===== src/rtl/cpu_trace_pkg.sv =====
// Shared definitions for the trace-line tools that sit on the cpu_checker char bus:
// format codes, field-capture FSM states and character classification helpers.
package cpu_trace_pkg;

  // cpu_checker verdicts on a completed line
  localparam logic [1:0] FMT_NONE = 2'd0;
  localparam logic [1:0] FMT_REG  = 2'd1;
  localparam logic [1:0] FMT_MEM  = 2'd2;

  // Field-capture FSM states (4-bit encoding)
  typedef enum logic [3:0] {
    S_IDLE = 4'd0,
    S_TIME = 4'd1,
    S_PC   = 4'd2,
    S_GAP  = 4'd3,
    S_REG  = 4'd4,
    S_ADDR = 4'd5,
    S_ARW  = 4'd6,
    S_DATA = 4'd7
  } state_e;

  // Line delimiters and separators
  localparam logic [7:0] CH_CARET = 8'h5E; // '^'
  localparam logic [7:0] CH_AT    = 8'h40; // '@'
  localparam logic [7:0] CH_COLON = 8'h3A; // ':'
  localparam logic [7:0] CH_SPACE = 8'h20; // ' '
  localparam logic [7:0] CH_DOLL  = 8'h24; // '$'
  localparam logic [7:0] CH_STAR  = 8'h2A; // '*'
  localparam logic [7:0] CH_LT    = 8'h3C; // '<'
  localparam logic [7:0] CH_EQ    = 8'h3D; // '='
  localparam logic [7:0] CH_HASH  = 8'h23; // '#'

  // Decimal digit '0'..'9'
  function automatic logic is_dec(input logic [7:0] c);
    return (c >= 8'h30) && (c <= 8'h39);
  endfunction

  // Hex digit: '0'..'9' or lowercase 'a'..'f'; uppercase is not accepted
  function automatic logic is_hex(input logic [7:0] c);
    return is_dec(c) || ((c >= 8'h61) && (c <= 8'h66));
  endfunction

  // Nibble value of a hex digit; only meaningful when is_hex(c)
  function automatic logic [3:0] hex_val(input logic [7:0] c);
    return is_dec(c) ? c[3:0] : (c[3:0] + 4'd9);
  endfunction

endpackage


===== src/rtl/cpu_record_extractor.sv =====
// Captures time / pc / destination / data fields from trace lines on the char bus
// and publishes them as one record when cpu_checker reports the line valid.
// Also keeps saturating counts of committed register-write and memory-write records.
module cpu_record_extractor
  import cpu_trace_pkg::*;
#(
  parameter int CNT_W = 16
) (
  input  logic             clk,
  input  logic             reset,
  input  logic [7:0]       char,
  input  logic [1:0]       format_type,
  output logic             rec_valid,
  output logic [1:0]       rec_type,
  output logic [13:0]      rec_time,
  output logic [31:0]      rec_pc,
  output logic [31:0]      rec_dst,
  output logic [31:0]      rec_data,
  output logic [CNT_W-1:0] reg_cnt,
  output logic [CNT_W-1:0] mem_cnt
);

  // FSM and shadow fields being assembled from the current line
  state_e      state_q, state_d;
  logic [13:0] time_q,  time_d;
  logic [31:0] pc_q,    pc_d;
  logic [31:0] dst_q,   dst_d;
  logic [31:0] data_q,  data_d;

  // Published record and counters
  logic             rec_valid_q;
  logic [1:0]       rec_type_q;
  logic [13:0]      rec_time_q;
  logic [31:0]      rec_pc_q;
  logic [31:0]      rec_dst_q;
  logic [31:0]      rec_data_q;
  logic [CNT_W-1:0] reg_cnt_q;
  logic [CNT_W-1:0] mem_cnt_q;

  logic             commit;
  logic             ch_dec;
  logic             ch_hex;
  logic [3:0]       ch_nib;

  assign ch_dec = is_dec(char);
  assign ch_hex = is_hex(char);
  assign ch_nib = hex_val(char);

  // Only the two real verdicts publish; code 3 is treated like "none"
  assign commit = (format_type == FMT_REG) || (format_type == FMT_MEM);

  // State and shadow register update
  always_ff @(posedge clk or negedge reset) begin
    if (!reset) begin
      state_q <= S_IDLE;
      time_q  <= '0;
      pc_q    <= '0;
      dst_q   <= '0;
      data_q  <= '0;
    end else begin
      state_q <= state_d;
      time_q  <= time_d;
      pc_q    <= pc_d;
      dst_q   <= dst_d;
      data_q  <= data_d;
    end
  end

  // Next-state steering: each char either accumulates into the field of the
  // current state, advances to the next field, or abandons the line
  always_comb begin
    state_d = state_q;
    time_d  = time_q;
    pc_d    = pc_q;
    dst_d   = dst_q;
    data_d  = data_q;

    if (char == CH_CARET) begin
      // Start of a line from anywhere: restart with clean shadows
      state_d = S_TIME;
      time_d  = '0;
      pc_d    = '0;
      dst_d   = '0;
      data_d  = '0;
    end else begin
      case (state_q)
        S_IDLE: begin
          state_d = S_IDLE;
        end
        S_TIME: begin
          if (ch_dec)              time_d  = (time_q * 14'd10) + {10'd0, char[3:0]};
          else if (char == CH_AT)  state_d = S_PC;
          else                     state_d = S_IDLE;
        end
        S_PC: begin
          if (ch_hex)                 pc_d    = {pc_q[27:0], ch_nib};
          else if (char == CH_COLON)  state_d = S_GAP;
          else                        state_d = S_IDLE;
        end
        S_GAP: begin
          if (char == CH_SPACE)      state_d = S_GAP;
          else if (char == CH_DOLL)  state_d = S_REG;
          else if (char == CH_STAR)  state_d = S_ADDR;
          else                       state_d = S_IDLE;
        end
        S_REG: begin
          if (ch_dec)                 dst_d   = (dst_q * 32'd10) + {28'd0, char[3:0]};
          else if (char == CH_SPACE)  state_d = S_REG;
          else if (char == CH_LT)     state_d = S_ARW;
          else                        state_d = S_IDLE;
        end
        S_ADDR: begin
          if (ch_hex)                 dst_d   = {dst_q[27:0], ch_nib};
          else if (char == CH_SPACE)  state_d = S_ADDR;
          else if (char == CH_LT)     state_d = S_ARW;
          else                        state_d = S_IDLE;
        end
        S_ARW: begin
          if (char == CH_EQ)  state_d = S_DATA;
          else                state_d = S_IDLE;
        end
        S_DATA: begin
          if (char == CH_SPACE)      state_d = S_DATA;
          else if (ch_hex)           data_d  = {data_q[27:0], ch_nib};
          else                       state_d = S_IDLE; // '#' ends the line, anything else aborts
        end
        default: begin
          state_d = S_IDLE;
        end
      endcase
    end
  end

  // Record publication: shadows sampled before this edge, so a '^' arriving on
  // the commit edge clears the shadows without disturbing the record
  always_ff @(posedge clk or negedge reset) begin
    if (!reset) begin
      rec_valid_q <= 1'b0;
      rec_type_q  <= '0;
      rec_time_q  <= '0;
      rec_pc_q    <= '0;
      rec_dst_q   <= '0;
      rec_data_q  <= '0;
    end else begin
      rec_valid_q <= commit;
      if (commit) begin
        rec_type_q <= format_type;
        rec_time_q <= time_q;
        rec_pc_q   <= pc_q;
        rec_dst_q  <= dst_q;
        rec_data_q <= data_q;
      end
    end
  end

  // Saturating per-type record counters
  always_ff @(posedge clk or negedge reset) begin
    if (!reset) begin
      reg_cnt_q <= '0;
      mem_cnt_q <= '0;
    end else begin
      if ((format_type == FMT_REG) && (reg_cnt_q != {CNT_W{1'b1}}))
        reg_cnt_q <= reg_cnt_q + CNT_W'(1);
      if ((format_type == FMT_MEM) && (mem_cnt_q != {CNT_W{1'b1}}))
        mem_cnt_q <= mem_cnt_q + CNT_W'(1);
    end
  end

  assign rec_valid = rec_valid_q;
  assign rec_type  = rec_type_q;
  assign rec_time  = rec_time_q;
  assign rec_pc    = rec_pc_q;
  assign rec_dst   = rec_dst_q;
  assign rec_data  = rec_data_q;
  assign reg_cnt   = reg_cnt_q;
  assign mem_cnt   = mem_cnt_q;

endmodule


===== config.mk =====
export PLATFORM = sky130hd
export DESIGN_NAME = cpu_record_extractor
export DESIGN_NICKNAME = d
export VERILOG_FILES = /design/src/rtl/cpu_trace_pkg.sv /design/src/rtl/cpu_record_extractor.sv
export SDC_FILE = /design/constraint.sdc
export NUM_CORES = 1
export LEC_CHECK = 0
export ABC_AREA = 1
export CAP_MARGIN = 10
export CORE_MARGIN = 3
export CORE_UTILIZATION = 52
export DETAILED_ROUTE_END_ITERATION = 8
export MAX_ROUTING_LAYER = met4
export PLACE_DENSITY = 0.84
export SYNTH_ARGS = -nofsm -noshare
export SYNTH_HDL_FRONTEND = slang
export SYNTH_SLANG_ARGS = --single-unit

===== constraint.sdc =====
create_clock -name clk -period 2.7 [get_ports clk]
set_input_delay 0.405 -clock clk [delete_from_list [all_inputs] [get_ports clk]]
set_output_delay 0.405 -clock clk [all_outputs]
set_load 0.1 [all_outputs]

==> flow_summary.ini <==
[global_route]
grt_max_degree = 101
grt_usage_pct = 27.22
grt_overflow = 0
antenna_found_initial = 0
grt_pass1_vias = 13540
grt_pass1_wl_um = 66740

[drt]
dr.pass1.iters = 5
viasPerCell = 5.461
drtIter0Drc = 1014
vias = 13680
drc = 0
wirelength_um = 41630
wl_per_cell_um = 16.62
ant_nets = 0

[synthesis]
synth_edf_count = 0
syn_avg_cell_area_um2 = 8.004
syn_nets = 1920
ys_types = 50
yosysSeqAreaShare_pct = 44.44
ys_seq_elements = 258
syn_area_um2 = 14530
synthCells = 1815
yosysWarnings = 0
synthFlopType = dfrtp_1
async_flop_share_pct = 100.0

[min_path]
worstHoldPathType = in -> async

[sta]
tns_ns = -3.014
relSlewSlack_pct = 35.14
skew_ns = 0.01485
period_share_pct = 109.9
rsz0062_at_grt = yes
setup_viol = 19
tightestPinTransition_ns = 0.9718
hold_viol = 0
slew_viol_final = 0
setup_ws_ns = -0.2677
fmax_ghz = 0.3370
holdWs_ns = 0.4394
fin_crit_ns = 2.968

[worst_setup_path]
worst-path-max-fanout = 3
end_kind = flop
critical_path_arrival_ns = 3.40
start_kind = flop
path_class = reg -> reg
required_ns = 3.13

[floorplanning]
die-area_um2 = 29980
die_w_um = 173.1
core_um2 = 27180
die_h_um = 173.1
ios = 157
initial_utilization_pct = 53.46
placementRows = 60

[layout]
fin_area_um2 = 18990
syn2layout_area_growth_pct = 30.69
drive_gt1_share_pct = 25.36
nNetsFinal = 2216
diodes = 0

[placed_design]
dpl.hpwl_um = 28630
place_ws_ns = -0.3169
dpl_cell_area_um2 = 17170
portBuffers = 156
place.gp.congestion = 0.9851

[run_status]
violations = negative setup slack
status = finished, violations left

[clock_network]
tritoncts = done
cts_buffers = 28
htree_num_levels = 1
clk_path_buf_depth = 3
clkLatencyLatePin_ns = 0.55
root_buffer = clkbuf_16
numClockSinks = 258
clkTransAtPathRegs_ns = 0.07

[pwr]
power.density_nw_per_um2 = 955.1
ir_worst_vdd_uv = 708.0
p_leak_nw = 9.710

[job]
cap_violations = 0
## per-layer routing
layer / vias to the layer above / track usage [%] / part of all wire, %
met4: 0 / 10.74 / 4.2
met1: 6574 / 35.54 / 42
met5: - / - / 0
met2: 498 / 44.18 / 49
li1: 6483 / - / -
met3: 124 / 2.547 / 5.2
## synth_stat cells (all sizes together) (2+ instances only)
cell / n / area, um^2
a21o: 2 / 15.01
a21oi: 54 / 281.5
a31oi: 5 / 31.28
and2: 2 / 12.51
buf: 11 / 58.80
clkbuf: 37 / 138.9
dfrtp: 258 / 6456
fa: 4 / 80.08
ha: 89 / 1114
inv: 277 / 1040
nand2: 503 / 1956
nand3: 85 / 470.5
nand3b: 8 / 60.06
nand4: 20 / 125.1
nor2: 102 / 479.2
nor3: 25 / 145.1
nor3b: 3 / 22.52
nor4: 4 / 25.02
o211ai: 3 / 22.52
o21ai: 172 / 875.8
o21bai: 4 / 30.03
o22ai: 70 / 437.9
o31ai: 4 / 30.03
or2: 6 / 37.54
xnor2: 16 / 140.1
xor2: 41 / 359.1
## worst paths after layout
check                          start           to  slack [ns]  cells after the start
min                            reset   reg_cnt[4]        0.44                      2
min in group clk           dst_q[31]  rec_dst[31]        0.47                      2
max reg2reg                 dst_q[3]    dst_q[20]       -0.27                     17
max                         dst_q[3]    dst_q[20]       -0.27                     17
min reg2reg                dst_q[31]  rec_dst[31]        0.47                      2
max in group asynchronous      reset    data_q[2]        1.57                      3
## worst max-delay path: stages (launching register included)
cell and delay [ns]:
dfrtp_1 0.41, ha_4 0.26, ha_4 0.16, fa_2 0.59
nand2_2 0.06, inv_2 0.07, nand2_4 0.06, nor2_4 0.10
nand3_2 0.10, nor2_4 0.15, nand2_2 0.09, nor2_4 0.17
nand3_2 0.12, nor2_2 0.13, xor2_1 0.15, nand2_1 0.07
nand2_1 0.10, o21ai_1 0.06
## area by class of cell
cell class | instances | area, um^2
Tap cell | 372 | 465.4
Sequential cell | 258 | 6464
Clock inverter | 12 | 138.9
Timing Repair Buffer | 314 | 2504
Clock buffer | 40 | 805.8
Fill cell | 2007 | 8190
Inverter | 278 | 1046
Multi-Input combinational cell | 1231 | 7562
## flip-flops by register name, summed over array words and instances (netlist names)
| name | flops |
|---|---|
| data_q | 32 |
| dst_q | 32 |
| mem_cnt | 16 |
| pc_q | 32 |
| rec_data | 32 |
| rec_dst | 32 |
| rec_pc | 32 |
| rec_time | 14 |
| rec_type | 2 |
| rec_valid | 1 |
| reg_cnt | 16 |
| state_q | 3 |
| time_q | 14 |
## report_power, final
part           switching [mW]  internal, mW  leakage, nW
Combinational            6.34          3.17         6.38
Sequential              0.392          4.35         2.87
Clock                    1.60          2.28        0.457
## cell usage in the layout, fill, tap and decap left out, types with 14 or more instances in the layout
master and n:
nor2_2 20, o21ai_1 16, ha_4 28, dfrtp_1 252
o22ai_1 70, inv_1 259, nand4_1 20, a21oi_1 48
nand3_1 67, inv_2 17, xnor2_1 14, xor2_1 40
nor2_1 67, clkbuf_16 28, nor3_1 18, buf_4 291
nand2_1 449, ha_1 60, nor2_4 14, nand2_2 46
o21ai_0 150
## metrics by stage
| stage | cells | total power [mW] | util, % |
|---|---|---|---|
| 6_report | 2505 | 18.13 | 69.86 |
| 3_3_place_gp | 2433 | 12.91 | 63.18 |
| 4_1_cts | 2497 | 17.45 | 68.16 |
| 2_1_floorplan | 1815 | 10.55 | - |
| 5_1_grt | 2505 | 19.10 | 69.86 |
| 3_5_place_dp | 2433 | 13.11 | 63.18 |
## kinds of logic after synthesis
| logic type | synth area share [%] |
|---|---|
| and+or+nand+nor | 22.94 |
| buffers and inverters | 8.544 |
| AOI/OAI and AO/OA | 12.34 |
| DFF | 44.44 |
| adders and majority gates | 8.216 |
| xor gates and xnor gates | 3.436 |
| muxes | 0.07751 |
## what timing repair did
action / in CTS / in global routing
pin swaps: 24 / 32
setup buffers: 11 / 8
endpoints found under the hold margin: 64 / 0
endpoints found under the setup margin: 18 / 29
resized for setup: 61 / 78
hold buffers: 1 / 0
Note: power is estimated with default switching activity, not from simulation.
==> edit 1: new RTL, same flow settings <==
The parameter `CNT_W` goes from 16 to 14.
--- a/src/rtl/cpu_record_extractor.sv
+++ b/src/rtl/cpu_record_extractor.sv
@@ -6,3 +6,3 @@
 #(
-  parameter int CNT_W = 16
+  parameter int CNT_W = 14
 ) (
Interface: changed (resized mem_cnt and reg_cnt); port bits go from 157 to 153. The function was not compared with the original's and may differ.
==> edit 1 against the unedited design <==
- the flow still finishes with violations (negative setup slack)
- critical path depth down 1
- cell count rose by 1.5%
- routed wire length up 2.9%
- worst setup slack worse by 31 ps
- non-clock buffer count grew 9
- synthesized area fell by 0.16%
- design area up 0.82%
- total power grew 2.3%
- clock skew down 3.3 ps
- sequential cell count shrank 4
- clock power shrank 5%
- combinational power is 6% higher
- die area fell by 0.15%
- critical path type unchanged
==> edit 1: results (changes against the unedited design) <==
\begin{tabular}{lr}
\hline
Metric & Value \\
\hline
\multicolumn{2}{l}{\textbf{Routing}} \\
\quad Average wire length per cell after detail routing & 16.9 um (+1.4\%) \\
\multicolumn{2}{l}{\textbf{Timing}} \\
\quad Largest clock skew in the final design & 11.5 ps (-3.32 ps) \\
\quad Final worst-path setup slack & -299 ps (-31.2 ps) \\
\quad Tightest Pin Transition & 675 ps (-297 ps) \\
\quad Number of failing setup endpoints in the final timing report & 21 (+2) \\
\multicolumn{2}{l}{\textbf{Run status}} \\
\quad Violations in the final reports & negative setup slack \\
\quad Status & finished, violations left \\
\multicolumn{2}{l}{\textbf{Finish}} \\
\quad Final net count & 2,253 (+1.7\%) \\
\quad Multi-input combinational area share & 0.400 (+0.00193) \\
\quad Total area of sequential cells & 6370 um\^{}2 (-1.4\%) \\
\quad Area growth, synth to finish & 32.0\% \\
\quad Number of inserted diodes & 2 (+2) \\
\quad Clock network area share & 0.0463 (-0.00348) \\
\quad Buffers outside the clock class & 323 (+2.9\%) \\
\quad Number of fill cells in the layout & 1,915 (-4.6\%) \\
\quad Inverter count & 301 (+8.3\%) \\
\multicolumn{2}{l}{\textbf{Placement}} \\
\quad Setup Slack @ Placement & -305 ps (+11.5 ps) \\
\quad Half-perimeter wire length after placement & 29.6 mm (+3.5\%) \\
\quad Number of instances in the placed design & 2,473 (+1.6\%) \\
\quad Port buffer count & 152 (-2.6\%) \\
\quad Placement-stage cell area & 17,200 um\^{}2 (+0.23\%) \\
\multicolumn{2}{l}{\textbf{Clocking}} \\
\quad Clock sink count & 254 (-1.6\%) \\
\quad Inserted Clock Buffers & 26 (-7.1\%) \\
\multicolumn{2}{l}{\textbf{Synthesis}} \\
\quad Count of mapped cells out of synthesis & 1,849 (+1.9\%) \\
\quad Sequential-to-total area share from yosys stat & 0.438 (-0.00621) \\
\quad List of most frequent post-synthesis cells & sky130\_fd\_sc\_hd\_\_nand2\_1, sky130\_fd\_sc\_hd\_\_inv\_1, sky130\_fd\_sc\_hd\_\_dfrtp\_1 \\
\quad Synthesized Nets & 1,954 (+1.8\%) \\
\multicolumn{2}{l}{\textbf{Global routing}} \\
\quad All-Layer GR Usage & 0.276 (+0.00363) \\
\quad Number of antenna violations at the first check in global routing & 2 (+2) \\
\multicolumn{2}{l}{\textbf{Setup path}} \\
\quad Depth of the most critical reg-to-reg path & 16 (-1) \\
\quad Critical path arrival & 3420 ps (+20 ps) \\
\multicolumn{2}{l}{\textbf{Power}} \\
\quad Leakage power & 9.81 nW (+1.0\%) \\
\hline
\end{tabular}
-- edit 1: cell types whose count changed after synthesis, sizes merged, moves of 9 or more --
cell	before	now
o21ai	172	161
nand2	503	539
nor3	25	16
inv	277	297
-- edit 1: cells by family after synthesis --
family,Yosys count,synth area share
AOI/OAI and AO/OA,302,0.114
xor gates and xnor gates,58,0.0355
adders and majority gates,93,0.0823
buffers and inverters,353,0.0932
DFF,254,0.438
and+or+nand+nor,789,0.237
-- edit 1: repair_timing --
action / CTS / global route
hold endpoints to repair: 75 / 0
pin swaps: 19 / 35
hold buffers: 1 / 0
resized for setup: 82 / 108
setup buffers: 8 / 11
setup endpoints to repair: 22 / 27
-- edit 1: where the power goes --
part / internal, W / total, W / switching [W]
registers: 0.00434 / 0.00476 / 0.000424
clock network: 0.00214 / 0.00370 / 0.00156
logic: 0.00343 / 0.0101 / 0.00666
-- edit 1: how the worst max path moves through the flow --
stage               slack [ps]                 start  cells after the start                     to
global placement          -200  dst_q[5]$_DFFE_PN0P_                     20  dst_q[30]$_DFFE_PN0P_
global route              -400  dst_q[3]$_DFFE_PN0P_                     17  dst_q[24]$_DFFE_PN0P_
floorplan                  -90  dst_q[1]$_DFFE_PN0P_                     16  dst_q[21]$_DFFE_PN0P_
CTS                       -220  dst_q[3]$_DFFE_PN0P_                     19  dst_q[23]$_DFFE_PN0P_
detailed placement        -310  dst_q[3]$_DFFE_PN0P_                     19  dst_q[23]$_DFFE_PN0P_
finish                    -300  dst_q[2]$_DFFE_PN0P_                     16  dst_q[20]$_DFFE_PN0P_
-- edit 1: critical path, stage by stage, from the launching register on --
cell and delay, ps:
sky130_fd_sc_hd__dfrtp_1 430, sky130_fd_sc_hd__ha_1 250, sky130_fd_sc_hd__ha_4 190, sky130_fd_sc_hd__fa_2 590, sky130_fd_sc_hd__nand2_4 80, sky130_fd_sc_hd__inv_2 60
sky130_fd_sc_hd__nand2_2 60, sky130_fd_sc_hd__nor2_2 80, sky130_fd_sc_hd__and2_4 160, sky130_fd_sc_hd__nand3_4 80, sky130_fd_sc_hd__nor2_4 170, sky130_fd_sc_hd__nand3_4 130
sky130_fd_sc_hd__nor3_2 150, sky130_fd_sc_hd__xor2_1 220, sky130_fd_sc_hd__nand2_1 100, sky130_fd_sc_hd__nand2_1 80, sky130_fd_sc_hd__nand2_1 50
-- edit 1: per-layer routing --
metal	vias to the layer above	GRT usage	share of wire
li1	6541	-	-
met1	6634	0.341	0.40
met2	550	0.472	0.50
met3	132	0.0336	0.060
met4	0	0.0916	0.035
met5	-	-	0
==> edit 2: new RTL, same settings <==
Without the edit above. Encoding of `state_e`: now one-hot (8 bits for 8 states).
--- a/src/rtl/cpu_trace_pkg.sv
+++ b/src/rtl/cpu_trace_pkg.sv
@@ -10,11 +10,11 @@
   // Field-capture FSM states (4-bit encoding)
-  typedef enum logic [3:0] {
-    S_IDLE = 4'd0,
-    S_TIME = 4'd1,
-    S_PC   = 4'd2,
-    S_GAP  = 4'd3,
-    S_REG  = 4'd4,
-    S_ADDR = 4'd5,
-    S_ARW  = 4'd6,
-    S_DATA = 4'd7
+  typedef enum logic [7:0] {
+    S_IDLE = 8'b00000001,
+    S_TIME = 8'b00000010,
+    S_PC   = 8'b00000100,
+    S_GAP  = 8'b00001000,
+    S_REG  = 8'b00010000,
+    S_ADDR = 8'b00100000,
+    S_ARW  = 8'b01000000,
+    S_DATA = 8'b10000000
   } state_e;
Formal check against the unedited RTL: no difference found for any inputs over 4 cycles, from zero or initial values and one cycle with reset low; so few cycles prove little.
==> edit 2 against the unedited design <==
- sequential power rose by 3%
- total power is 2.5% higher
- via count fell by 0.39%
- worst setup slack got worse by 31 ps
- sequential cell count grew 5
- largest cell class unchanged
- die area decreased by 0.15%
- critical endpoint is now dst_q[24]$_DFFE_PN0P_
- design area grew 1.8%
- synthesized area is 0.16% lower
- routed wire length grew 0.27%
- highest routed layer unchanged
- the flow still finishes with violations (negative setup slack)
==> edit 2: results (changes against the unedited design) <==
\begin{tabular}{lr}
\hline
Metric & Value \\
\hline
\multicolumn{2}{l}{\textbf{Run status}} \\
\quad Status & finished, violations left \\
\quad Violations in the final reports & negative setup slack \\
\multicolumn{2}{l}{\textbf{Routing}} \\
\quad DRT iter0 DRCs & 1,193 (+18\%) \\
\quad Average wire length per cell after detail routing & 16.6 um (about the same) \\
\multicolumn{2}{l}{\textbf{Placement}} \\
\quad Final estimated routing congestion in global placement & 0.946 (-4.0\%) \\
\quad Half-perimeter wire length after placement & 28.8 mm (+0.62\%) \\
\quad Number of instances in the placed design & 2,431 (-0.082\%) \\
\multicolumn{2}{l}{\textbf{Synthesis}} \\
\quad Share of the synthesized area in compound gates (AO/OA/AOI/OAI) & 0.125 (+0.00166) \\
\quad Share of synthesized area spent on multiplexers & 0.000776 (+0.00000120) \\
\quad Main area contributors after synthesis & sky130\_fd\_sc\_hd\_\_dfrtp\_1, sky130\_fd\_sc\_hd\_\_nand2\_1, sky130\_fd\_sc\_hd\_\_ha\_1 \\
\quad Post-synthesis sequential element count & 263 (+1.9\%) \\
\quad Adder-Cell Fraction of Synth Area & 0.0823 (+0.000128) \\
\quad Xor and xnor fraction of the mapped netlist area & 0.0350 (+0.000657) \\
\quad Synthesized Nets & 1,906 (-0.73\%) \\
\multicolumn{2}{l}{\textbf{Setup path}} \\
\quad Critical path arrival & 3450 ps (+50 ps) \\
\quad Depth of the most critical reg-to-reg path & 18 (+1) \\
\quad Critical path capture point & dst\_q[24]\$\_DFFE\_PN0P\_ \\
\quad Critical Path Max Stage Delay & 390 ps (-200 ps) \\
\quad Master of the slowest instance on the critical path & sky130\_fd\_sc\_hd\_\_dfrtp\_1 \\
\multicolumn{2}{l}{\textbf{Finish}} \\
\quad Clock network area share & 0.0500 (+0.000218) \\
\quad Final net count & 2,223 (+0.32\%) \\
\multicolumn{2}{l}{\textbf{Timing}} \\
\quad Largest clock skew in the final design & 18.1 ps (+3.26 ps) \\
\quad Number of failing setup endpoints in the final timing report & 23 (+4) \\
\quad Final worst-path setup slack & -299 ps (-30.8 ps) \\
\quad Tightest Pin Transition & 727 ps (-245 ps) \\
\multicolumn{2}{l}{\textbf{Floorplan}} \\
\quad DIE WIDTH & 173 um (about the same) \\
\multicolumn{2}{l}{\textbf{Power}} \\
\quad Leakage power & 9.91 nW (+2.1\%) \\
\hline
\end{tabular}
edit 2: changes by cell type in the layout (fill, tap and decap cells not counted), moves of 4 or more:
cell and change:
sky130_fd_sc_hd__nand2_1 -23, sky130_fd_sc_hd__inv_1 +18, sky130_fd_sc_hd__buf_4 +16, sky130_fd_sc_hd__inv_2 -10, sky130_fd_sc_hd__o21ai_0 -10, sky130_fd_sc_hd__o22ai_1 +8
sky130_fd_sc_hd__nand2_2 -7, sky130_fd_sc_hd__nor2_1 +6, sky130_fd_sc_hd__nor2_4 +6, sky130_fd_sc_hd__clkbuf_1 -5, sky130_fd_sc_hd__nand3_4 +5, sky130_fd_sc_hd__ha_4 -4
sky130_fd_sc_hd__o21ai_2 -4
edit 2: power breakdown:
part	total, W	switching, W	internal, W
Sequential	0.00486	0.000406	0.00446
Combinational	0.00978	0.00648	0.00330
Clock	0.00394	0.00168	0.00227
Total	0.0186	0.00856	0.0100
